### config.mk
export PLATFORM = sky130hd
export DESIGN_NAME = aurora_rx_deframer
export DESIGN_NICKNAME = d
export VERILOG_FILES = /design/src/rtl/aurora_rx_deframer.sv
export SDC_FILE = /design/constraint.sdc
export NUM_CORES = 1
export LEC_CHECK = 0
export CAP_MARGIN = 20
export CELL_PAD_IN_SITES_DETAIL_PLACEMENT = 1
export CELL_PAD_IN_SITES_GLOBAL_PLACEMENT = 1
export CORE_MARGIN = 3
export CORE_UTILIZATION = 37
export CTS_CLUSTER_DIAMETER = 100
export DETAILED_ROUTE_END_ITERATION = 8
export PLACE_DENSITY_LB_ADDON = 0.08
export SYNTH_ARGS = -nofsm -noshare
export SYNTH_HDL_FRONTEND = slang
export SYNTH_SLANG_ARGS = --single-unit
### constraint.sdc
create_clock -name clk -period 3.7 [get_ports clk]
set_clock_uncertainty 0.1 [all_clocks]
set_input_delay 0.74 -clock clk [delete_from_list [all_inputs] [get_ports clk]]
set_output_delay 0.74 -clock clk [all_outputs]
set_load 0.01 [all_outputs]
### src/rtl/aurora_rx_deframer.sv
// aurora_rx_deframer: strips SCP/ECP/idle/pad from decoded 2-byte words and emits framed payload beats
module aurora_rx_deframer #(
  parameter int CNT_WIDTH     = 16,
  parameter int ERR_CNT_WIDTH = 8
) (
  input  logic                     clk,
  input  logic                     rst,
  input  logic                     channel_up,
  input  logic                     rx_valid,
  input  logic [15:0]              rx_data,
  input  logic [1:0]               rx_k,
  input  logic                     rx_code_err,
  output logic                     m_axi_valid,
  output logic [15:0]              m_axi_data,
  output logic [1:0]               m_axi_keep,
  output logic                     m_axi_last,
  output logic                     m_axi_err,
  output logic                     frame_err,
  output logic [CNT_WIDTH-1:0]     frame_count,
  output logic [ERR_CNT_WIDTH-1:0] err_count
);
  typedef enum logic {IDLE, IN_FRAME} state_t;
  state_t state_q, state_d;
  logic hold_v_q, hold_v_d, pad_seen_q, pad_seen_d, bad_q, bad_d;
  logic [15:0] hold_data_q, hold_data_d;
  logic [1:0] hold_keep_q, hold_keep_d;
  logic valid_q, valid_d, last_q, last_d, err_q, err_d, ferr_q, ferr_d;
  logic [15:0] data_q, data_d;
  logic [1:0] keep_q, keep_d;
  logic [CNT_WIDTH-1:0] fc_q, fc_d;
  logic [ERR_CNT_WIDTH-1:0] ec_q, ec_d;
  logic is_scp, is_ecp, is_idle, is_data, is_pad, is_badk, b0_idle, b1_idle;
  logic beat, last, err, fc_inc;
  assign b0_idle = rx_data[15:8] inside {8'hBC, 8'h1C, 8'h7C, 8'hF7};
  assign b1_idle = rx_data[7:0] inside {8'hBC, 8'h1C, 8'h7C, 8'hF7};
  assign is_scp  = rx_k == 2'b11 && rx_data == 16'h5CFB;
  assign is_ecp  = rx_k == 2'b11 && rx_data == 16'hFDFE;
  assign is_idle = rx_k == 2'b11 && b0_idle && b1_idle;
  assign is_data = rx_k == 2'b00;
  assign is_pad  = rx_k == 2'b01 && rx_data[7:0] == 8'h9C;
  assign is_badk = !(is_scp || is_ecp || is_idle || is_data || is_pad);
  always_comb begin
    state_d     = state_q;
    hold_v_d    = hold_v_q;
    hold_data_d = hold_data_q;
    hold_keep_d = hold_keep_q;
    pad_seen_d  = pad_seen_q;
    bad_d       = bad_q;
    beat        = 1'b0;
    last        = 1'b0;
    err         = 1'b0;
    ferr_d      = 1'b0;
    fc_inc      = 1'b0;
    if (!channel_up) begin
      if (state_q == IN_FRAME && hold_v_q) begin
        beat   = 1'b1;
        last   = 1'b1;
        err    = 1'b1;
        ferr_d = 1'b1;
      end
      state_d    = IDLE;
      hold_v_d   = 1'b0;
      pad_seen_d = 1'b0;
      bad_d      = 1'b0;
    end else if (rx_valid) begin
      if (state_q == IDLE) begin
        ferr_d = rx_code_err || is_data || is_pad || is_ecp || is_badk;
        if (is_scp) begin
          state_d    = IN_FRAME;
          hold_v_d   = 1'b0;
          bad_d      = 1'b0;
          pad_seen_d = 1'b0;
        end
      end else begin
        ferr_d = rx_code_err;
        bad_d  = bad_q || rx_code_err;
        if ((is_data || is_pad) && !pad_seen_q) begin
          beat        = hold_v_q;
          hold_data_d = rx_data;
          hold_keep_d = is_pad ? 2'b10 : 2'b11;
          hold_v_d    = 1'b1;
          pad_seen_d  = is_pad;
        end else if (is_data || is_pad || is_badk) begin
          ferr_d = 1'b1;
          bad_d  = 1'b1;
        end else if (is_ecp) begin
          beat       = hold_v_q;
          last       = 1'b1;
          err        = bad_d;
          fc_inc     = hold_v_q && !bad_d;
          state_d    = IDLE;
          hold_v_d   = 1'b0;
          pad_seen_d = 1'b0;
        end else if (is_scp) begin
          ferr_d     = 1'b1;
          beat       = hold_v_q;
          last       = 1'b1;
          err        = 1'b1;
          hold_v_d   = 1'b0;
          bad_d      = 1'b0;
          pad_seen_d = 1'b0;
        end
      end
    end
    valid_d = beat;
    data_d  = beat ? hold_data_q : 16'h0000;
    keep_d  = beat ? hold_keep_q : 2'b00;
    last_d  = beat && last;
    err_d   = beat && err;
    fc_d    = fc_q + CNT_WIDTH'(fc_inc);
    ec_d    = ec_q + ERR_CNT_WIDTH'(ferr_d && !(&ec_q));
  end
  always_ff @(posedge clk) begin
    if (rst) begin
      state_q     <= IDLE;
      hold_v_q    <= 1'b0;
      hold_data_q <= '0;
      hold_keep_q <= '0;
      pad_seen_q  <= 1'b0;
      bad_q       <= 1'b0;
      valid_q     <= 1'b0;
      data_q      <= '0;
      keep_q      <= '0;
      last_q      <= 1'b0;
      err_q       <= 1'b0;
      ferr_q      <= 1'b0;
      fc_q        <= '0;
      ec_q        <= '0;
    end else begin
      state_q     <= state_d;
      hold_v_q    <= hold_v_d;
      hold_data_q <= hold_data_d;
      hold_keep_q <= hold_keep_d;
      pad_seen_q  <= pad_seen_d;
      bad_q       <= bad_d;
      valid_q     <= valid_d;
      data_q      <= data_d;
      keep_q      <= keep_d;
      last_q      <= last_d;
      err_q       <= err_d;
      ferr_q      <= ferr_d;
      fc_q        <= fc_d;
      ec_q        <= ec_d;
    end
  end
  assign m_axi_valid = valid_q;
  assign m_axi_data  = data_q;
  assign m_axi_keep  = keep_q;
  assign m_axi_last  = last_q;
  assign m_axi_err   = err_q;
  assign frame_err   = ferr_q;
  assign frame_count = fc_q;
  assign err_count   = ec_q;
endmodule
==> flow_metrics.tcl, run 1 <==
set metrics [dict create \
    status "complete, no violations" \
    yosysWarnings 0 \
    hold_depth 2 \
    crit_cells 12 \
    crit_path_max_fanout 3 \
    die_h_um 94.35 \
    synth.top_cell.area_share_pct 47.14 \
    synth_cell_types 46 \
    p_int_mw 1.112 \
    max-vdd-ir-drop_uv 142.9 \
    p_clk_share_pct 42.3 \
    die_x_um 94.35 \
    period_share_pct 94.78 \
    slowest_stage "or4_4" \
    r2r-start "state_q" \
    clk_path_buf_depth 2 \
    dr.pass1.iters 4 \
    hp-start "hold_data_q[3]" \
    synth_top_cell_by_area "dfxtp_1" \
    fin_crit_ps 3507 \
    setup_tns_ps 0 \
    wl_per_cell_um 15.44 \
    reg2reg_to "frame_count[14]" \
    crit_buf_inv 2 \
    cts_tree "done" \
    clk_latency_ps 340 \
    ys_top_cells_by_area "dfxtp_1 47%, mux2i_1 5.9%, nor2_1 4.7%" \
    antenna_cells 0 \
    hold_class "reg -> reg" \
    whs_endpoint "m_axi_data[3]" \
    reg2regPathDepth 11 \
    maxCapViolCount 0 \
    cts_sinks 68 \
    finalSetupViolCount 0 \
    total_leakage_power_nw 1.569 \
    drtIter0Drc 53 \
    hold_viol_final 0 \
    rows 31 \
    htreeDepth 3 \
    overflow 0 \
    root_buffer "clkbuf_8" \
    wl_um 8012 \
    pwr-share-seq_pct 51.3 \
    post-dp-hpwl_um 5953 \
    synthTopCellsByCount "68 x dfxtp_1, 36 x nor2_1, 21 x a21oi_1, 19 x nand2_1, 18 x nand2b_1" \
    synth_area_um2 2888 \
    seq_area_frac_synth_pct 47.14 \
    start_kind "primary input" \
    endpoint_kind "register" \
    ys_ff_latch 68 \
    drc 0 \
    max_stage_delay_ps 530 \
    grt_pass1_wl_um 13080 \
    critical_path_required_ps 3870 \
    worst-setup-path-type "in -> reg" \
    drv_slew 0 \
    track_usage_pct 18.98 \
    core-area_um2 7408 \
    io_buffers 68 \
    slew_headroom_pct 58.76 \
    final_core_util_pct 55.36 \
    syn_to_final_growth_pct 42.03 \
    die_area_um2 8901 \
    max_freq_ghz 0.2852 \
    antenna_found_initial 0 \
    drive_above_1_share_pct 17.38 \
    async_flop_share_pct 0 \
    path_cells "clkdlybuf4s50_1 > nand4_1 > or4_4 > or2_2 > nor4_2 > buf_4 > ha_1 > ha_1 > and2_4 > nand4_1 > or3_1 > a21oi_1" \
    syn_avg_cell_area_um2 9.226 \
    netlist_instances 313 \
    fin_nets 442 \
    syn-num-nets 340 \
    detail-route-antenna-nets 0 \
    nFillCells 869 \
    switchingPower_uw 320.3 \
    grt_pass1_vias 2747 \
    cpLargestDelayFamily "simple AND/OR/NAND/NOR gates" \
    grt_max_degree 34 \
    r2r_setup_slack_ps 1190 \
    gp_congestion 0.8501 \
    initial_core_util_pct 38.98 \
    ios 69 \
    num_vias 2594 \
    synthFlopType "dfxtp_1" \
    powerDensity_nw_per_um2 349.3 \
    clkSlewWorstSetupHoldPaths_ps 70 \
    via_per_inst 4.998 \
    switching_share_pct 22.36 \
    worstMarginPinSlew_ps 618.6 \
    cp.arrival_ps 3680 \
    yosysMostFrequentCell "dfxtp_1" \
    synth_enable_flop_cells 0 \
    combPwrFrac_pct 6.4 \
    cts_buffers 9 \
]
==> state kept, by name, summed over array words and instances (netlist names), 2 cells and up <==
register	flops
frame_count	16
hold_data_q	16
m_axi_data	16
err_count	8
hold_keep_q	2
m_axi_keep	2
==> per-stage QoR <==
| stage | hold WS [ps] | area (um2) | cells | power [mW] | setup WS, ps |
|---|---|---|---|---|---|
| 3_3_place_gp | 337.9 | 3882 | 502 | 0.8408 | -171.7 |
| 6_report | 352.3 | 4101 | 519 | 1.432 | 193.1 |
| 4_1_cts | 352.6 | 4076 | 518 | 1.451 | 73.38 |
| 2_1_floorplan | 326.2 | 2888 | 313 | 0.7797 | 312.4 |
| 5_1_grt | 367.3 | 4101 | 519 | 1.491 | -4.695 |
| 3_5_place_dp | 342.3 | 3882 | 502 | 0.8428 | -293.1 |
==> final cells by class <==
type	instances	area, um2	area share, %
multi-input cells	227	1450	35.36
flip-flops and latches	68	1361	33.19
repair buffers	106	960.9	23.43
clock buffers	12	145.1	3.539
well taps	99	123.9	3.020
clock inverters	4	48.80	1.190
inverters	3	11.26	0.2746
==> power by group through the flow <==
stage / combinational [mW] / clock, mW / sequential, mW
2_1_floorplan: 0.0275 / 0 / 0.752
3_3_place_gp: 0.0892 / 0 / 0.752
3_5_place_dp: 0.0912 / 0 / 0.752
4_1_cts: 0.0917 / 0.625 / 0.734
5_1_grt: 0.0999 / 0.657 / 0.735
6_report: 0.0921 / 0.606 / 0.735
==> placed cells by master (no fill, tap or decap), types with 3 or more instances in the layout <==
cell / count
xnor2_1: 5
a21oi_1: 21
o21ai_0: 10
mux2i_1: 17
nand2_1: 19
nand4_1: 8
dfxtp_1: 68
nand3_1: 7
nand3b_1: 3
clkbuf_8: 10
a21oi_2: 10
or2_2: 3
nand2b_1: 18
buf_4: 38
nor2_1: 36
clkdlybuf4s50_1: 67
or3_1: 6
nor3_1: 8
xor2_1: 11
inv_1: 3
and3_1: 3
ha_1: 4
nor2b_1: 7
==> worst max path at each step <==
stage	from	endpoint	slack, ps
2_1_floorplan	rx_data[7]	frame_count[14]	310
3_3_place_gp	rx_k[1]	frame_count[14]	-170
3_5_place_dp	rx_data[1]	frame_count[14]	-290
4_1_cts	rx_data[1]	frame_count[14]	70
5_1_grt	rx_data[1]	frame_count[14]	-5
6_report	rx_data[10]	frame_count[14]	190
==> routing by layer <==
layer / global-route usage [%] / up-vias / share of wire (%)
met5: 0 / - / 0
met1: 22.47 / 1224 / 45
li1: - / 1293 / -
met3: 3.347 / 10 / 3.8
met4: 8.664 / 0 / 1.8
met2: 33.33 / 67 / 50
==> timing repair <==
| item | 4_1_cts | 5_1_grt |
|---|---|---|
| setup buffers | 0 | 1 |
| resized for setup | 0 | 4 |
| hold buffers | 0 | 0 |
| setup endpoints to repair | 0 | 3 |
==> cells by family (layout without fill, tap and decap cells) <==
group	count (synthesis)	in the layout	share of synthesized area [%]
DFF	68	68	47.14
AOI/OAI and AO/OA	57	57	12.91
and+or+nand+nor	133	133	24.22
buffers and inverters	18	125	3.250
muxes	17	17	5.892
xor gates and xnor gates	16	16	4.853
adders and majority gates	4	4	1.733
==> worst reg2reg max path: cells and delay by family, from the launching register on <==
| kind | cells | cell delay [ps] |
|---|---|---|
| compound gates | 2 | 260 |
| fa+ha+maj | 2 | 350 |
| buf+inv | 1 | 150 |
| flops | 1 | 430 |
| simple gates | 6 | 1160 |
Note: power is estimated with default switching activity, not from simulation.
==> run 2: changes to the inputs <==
CORE_UTILIZATION = 38   (was 37)
CTS_BUF_LIST = sky130_fd_sc_hd__clkbuf_4   (was default)
RECOVER_POWER = 100   (was default)
==> run 2 against run 1 <==
Sequential power barely moved. Sequential share of layout area is 1.1 points higher. Clock-buffer cell count decreased by 3. Cell area down 3.3%. Worst hold slack improved by 3.0 ps. Wire length decreased by 5.6%. Die area is 2.5% lower. Final cell count fell by 1.3%. Non-clock buffer count is 6 lower. Maximum frequency rose by 0.64%. Highest routed layer unchanged.
==> flow_metrics.tcl, run 2 (synthesis gave the netlist of run 1 again) <==
set metrics [dict create \
    total_leakage_power_nw 1.647 \
    rsz0062_at_grt "false" \
    drtIter0Drc 65 \
    track_usage_pct 18.35 \
    wl_um 7564 \
    critical_path_required_ps 3940 \
    max-vdd-ir-drop_uv 249.4 \
    hold_class "reg -> reg" \
    max_freq_ghz 0.2870 \
    crit_buf_inv 1 \
    period_share_pct 94.18 \
    wl_per_cell_um 14.77 \
    holdWs_ps 355.4 \
    grt_max_degree 43 \
    dpl_cell_area_um2 3845 \
    cts_buffers 9 \
    slowest_stage "or4_1" \
    gp_congestion 0.8210 \
    drc 0 \
    finalSetupViolCount 0 \
    final_core_util_pct 54.10 \
    dr.pass1.iters 4 \
    multi_input_area_um2 1434 \
    met3_usage_pct 2.655 \
    path_cells "clkdlybuf4s50_1 > nand4_1 > or4_1 > or2_2 > nor4_2 > ha_1 > ha_1 > and2_1 > nand4_1 > or3_1 > a21oi_1" \
    cp.arrival_ps 3720 \
    post-cts-setup-buffers 0 \
    max_stage_delay_ps 540 \
    worstMarginPinSlew_ps 1335 \
    drive_above_1_share_pct 13.08 \
    fin_crit_ps 3485 \
    slew_headroom_pct 11.03 \
    worst-setup-path-type "in -> reg" \
    gr-max-usage-layer "met2" \
    seqCellArea_um2 1361 \
    antenna_cells 0 \
    grtUsageMet1_pct 22.65 \
    antenna_found_initial 0 \
    status "complete, no violations" \
    powerDensity_nw_per_um2 346.2 \
    drv_slew 0 \
    post-dp-hpwl_um 5770 \
    io_buffers 68 \
    clkSlewWorstSetupHoldPaths_ps 110 \
    rows 31 \
    cts_tree "done" \
    r2r_setup_slack_ps 1100 \
    met2_usage_pct 32.15 \
    ios 69 \
    crit_cells 11 \
    reg2regPathDepth 10 \
    cpLargestDelayFamily "simple AND/OR/NAND/NOR gates" \
    crit_path_max_fanout 3 \
    syn_to_final_growth_pct 37.35 \
    start_kind "primary input" \
    die_h_um 93.18 \
    detail-route-antenna-nets 0 \
    crit_start "rx_k[1]" \
    clk_latency_ps 410 \
    grt_pass1_vias 2615 \
    hold_viol_final 0 \
    most-common-layout-cells "68 x dfxtp_1, 46 x dlygate4sd3_1, 36 x nor2_1" \
    die_x_um 93.18 \
    final_cell_count_no_fill 512 \
    hp-start "hold_keep_q[1]" \
    core-area_um2 7331 \
    maxCapViolCount 0 \
    grt_pass1_wl_um 12540 \
    num_vias 2574 \
    htreeDepth 3 \
    reg2reg_to "frame_count[14]" \
    dp.cells 497 \
    initial_core_util_pct 39.39 \
    nFillCells 887 \
    layout_commonest_cell "dfxtp_1" \
    via_per_inst 5.027 \
    clk_path_buf_depth 2 \
    fin_nets 436 \
    endpoint_kind "register" \
    cts_sinks 68 \
    root_buffer "clkbuf_4" \
    r2r-start "state_q" \
    die_area_um2 8682 \
    finalInstanceArea_um2 3966 \
    overflow 0 \
    crit_path_end "frame_count[14]" \
]
-- run 2: cell types whose count changed in the layout (fill, tap and decap cells not counted), moves of 8 or more --
cell / previous run / this run
clkbuf_4: 0 / 9
clkbuf_1: 2 / 10
clkbuf_8: 10 / 0
clkdlybuf4s50_1: 67 / 21
buf_4: 38 / 22
dlygate4sd3_1: 0 / 46
-- run 2: worst min-delay path by stage --
stage / end / cells past startpoint / slack (ps)
6_report: m_axi_keep[1] / 2 / 360
3_5_place_dp: m_axi_keep[0] / 2 / 350
4_1_cts: m_axi_data[2] / 2 / 360
2_1_floorplan: m_axi_data[0] / 2 / 330
5_1_grt: m_axi_keep[0] / 2 / 380
3_3_place_gp: m_axi_keep[0] / 2 / 340
-- run 2: area by class of cell --
class,count,share of cell area (%)
clock inverters,6,2.271
flip-flops and latches,68,34.32
repair buffers,100,22.15
well taps,99,3.123
inverters,3,0.2839
clock buffers,9,1.703
multi-input cells,227,36.15
-- run 2: per-layer routing --
metal	routed length, um	vias to the layer above
li1	-	1289
met1	3520	1226
met2	3697	51
met3	248	8
met4	97	0
met5	0	-
-- run 2: worst min-delay path: stages, from the launching register on --
cell      delay (ps)
dfxtp_1          320
inv_1             60
a211oi_1          50
-- run 2: per-stage QoR --
| stage | setup TNS (ps) | setup slack [ps] | power (mW) |
|---|---|---|---|
| 2_1_floorplan | 0 | 312.4 | 0.7797 |
| 3_3_place_gp | -858.5 | -183.6 | 0.8404 |
| 3_5_place_dp | -2214 | -341.1 | 0.8415 |
| 4_1_cts | 0 | 95.98 | 1.391 |
| 5_1_grt | 0 | 19.90 | 1.430 |
| 6_report | 0 | 215.3 | 1.373 |
-- run 2: power by group --
part           switching (mW)  internal, mW
Combinational          0.0397        0.0473
Sequential            0.00129         0.734
Clock                   0.280         0.271
Total                   0.321          1.05
-- run 2: repair_timing --
| action | in CTS | in global routing |
|---|---|---|
| endpoints found under the setup margin | 0 | 4 |
| gates resized for setup | 0 | 1 |
| hold buffers | 0 | 0 |
| hold endpoints to repair | 0 | 0 |
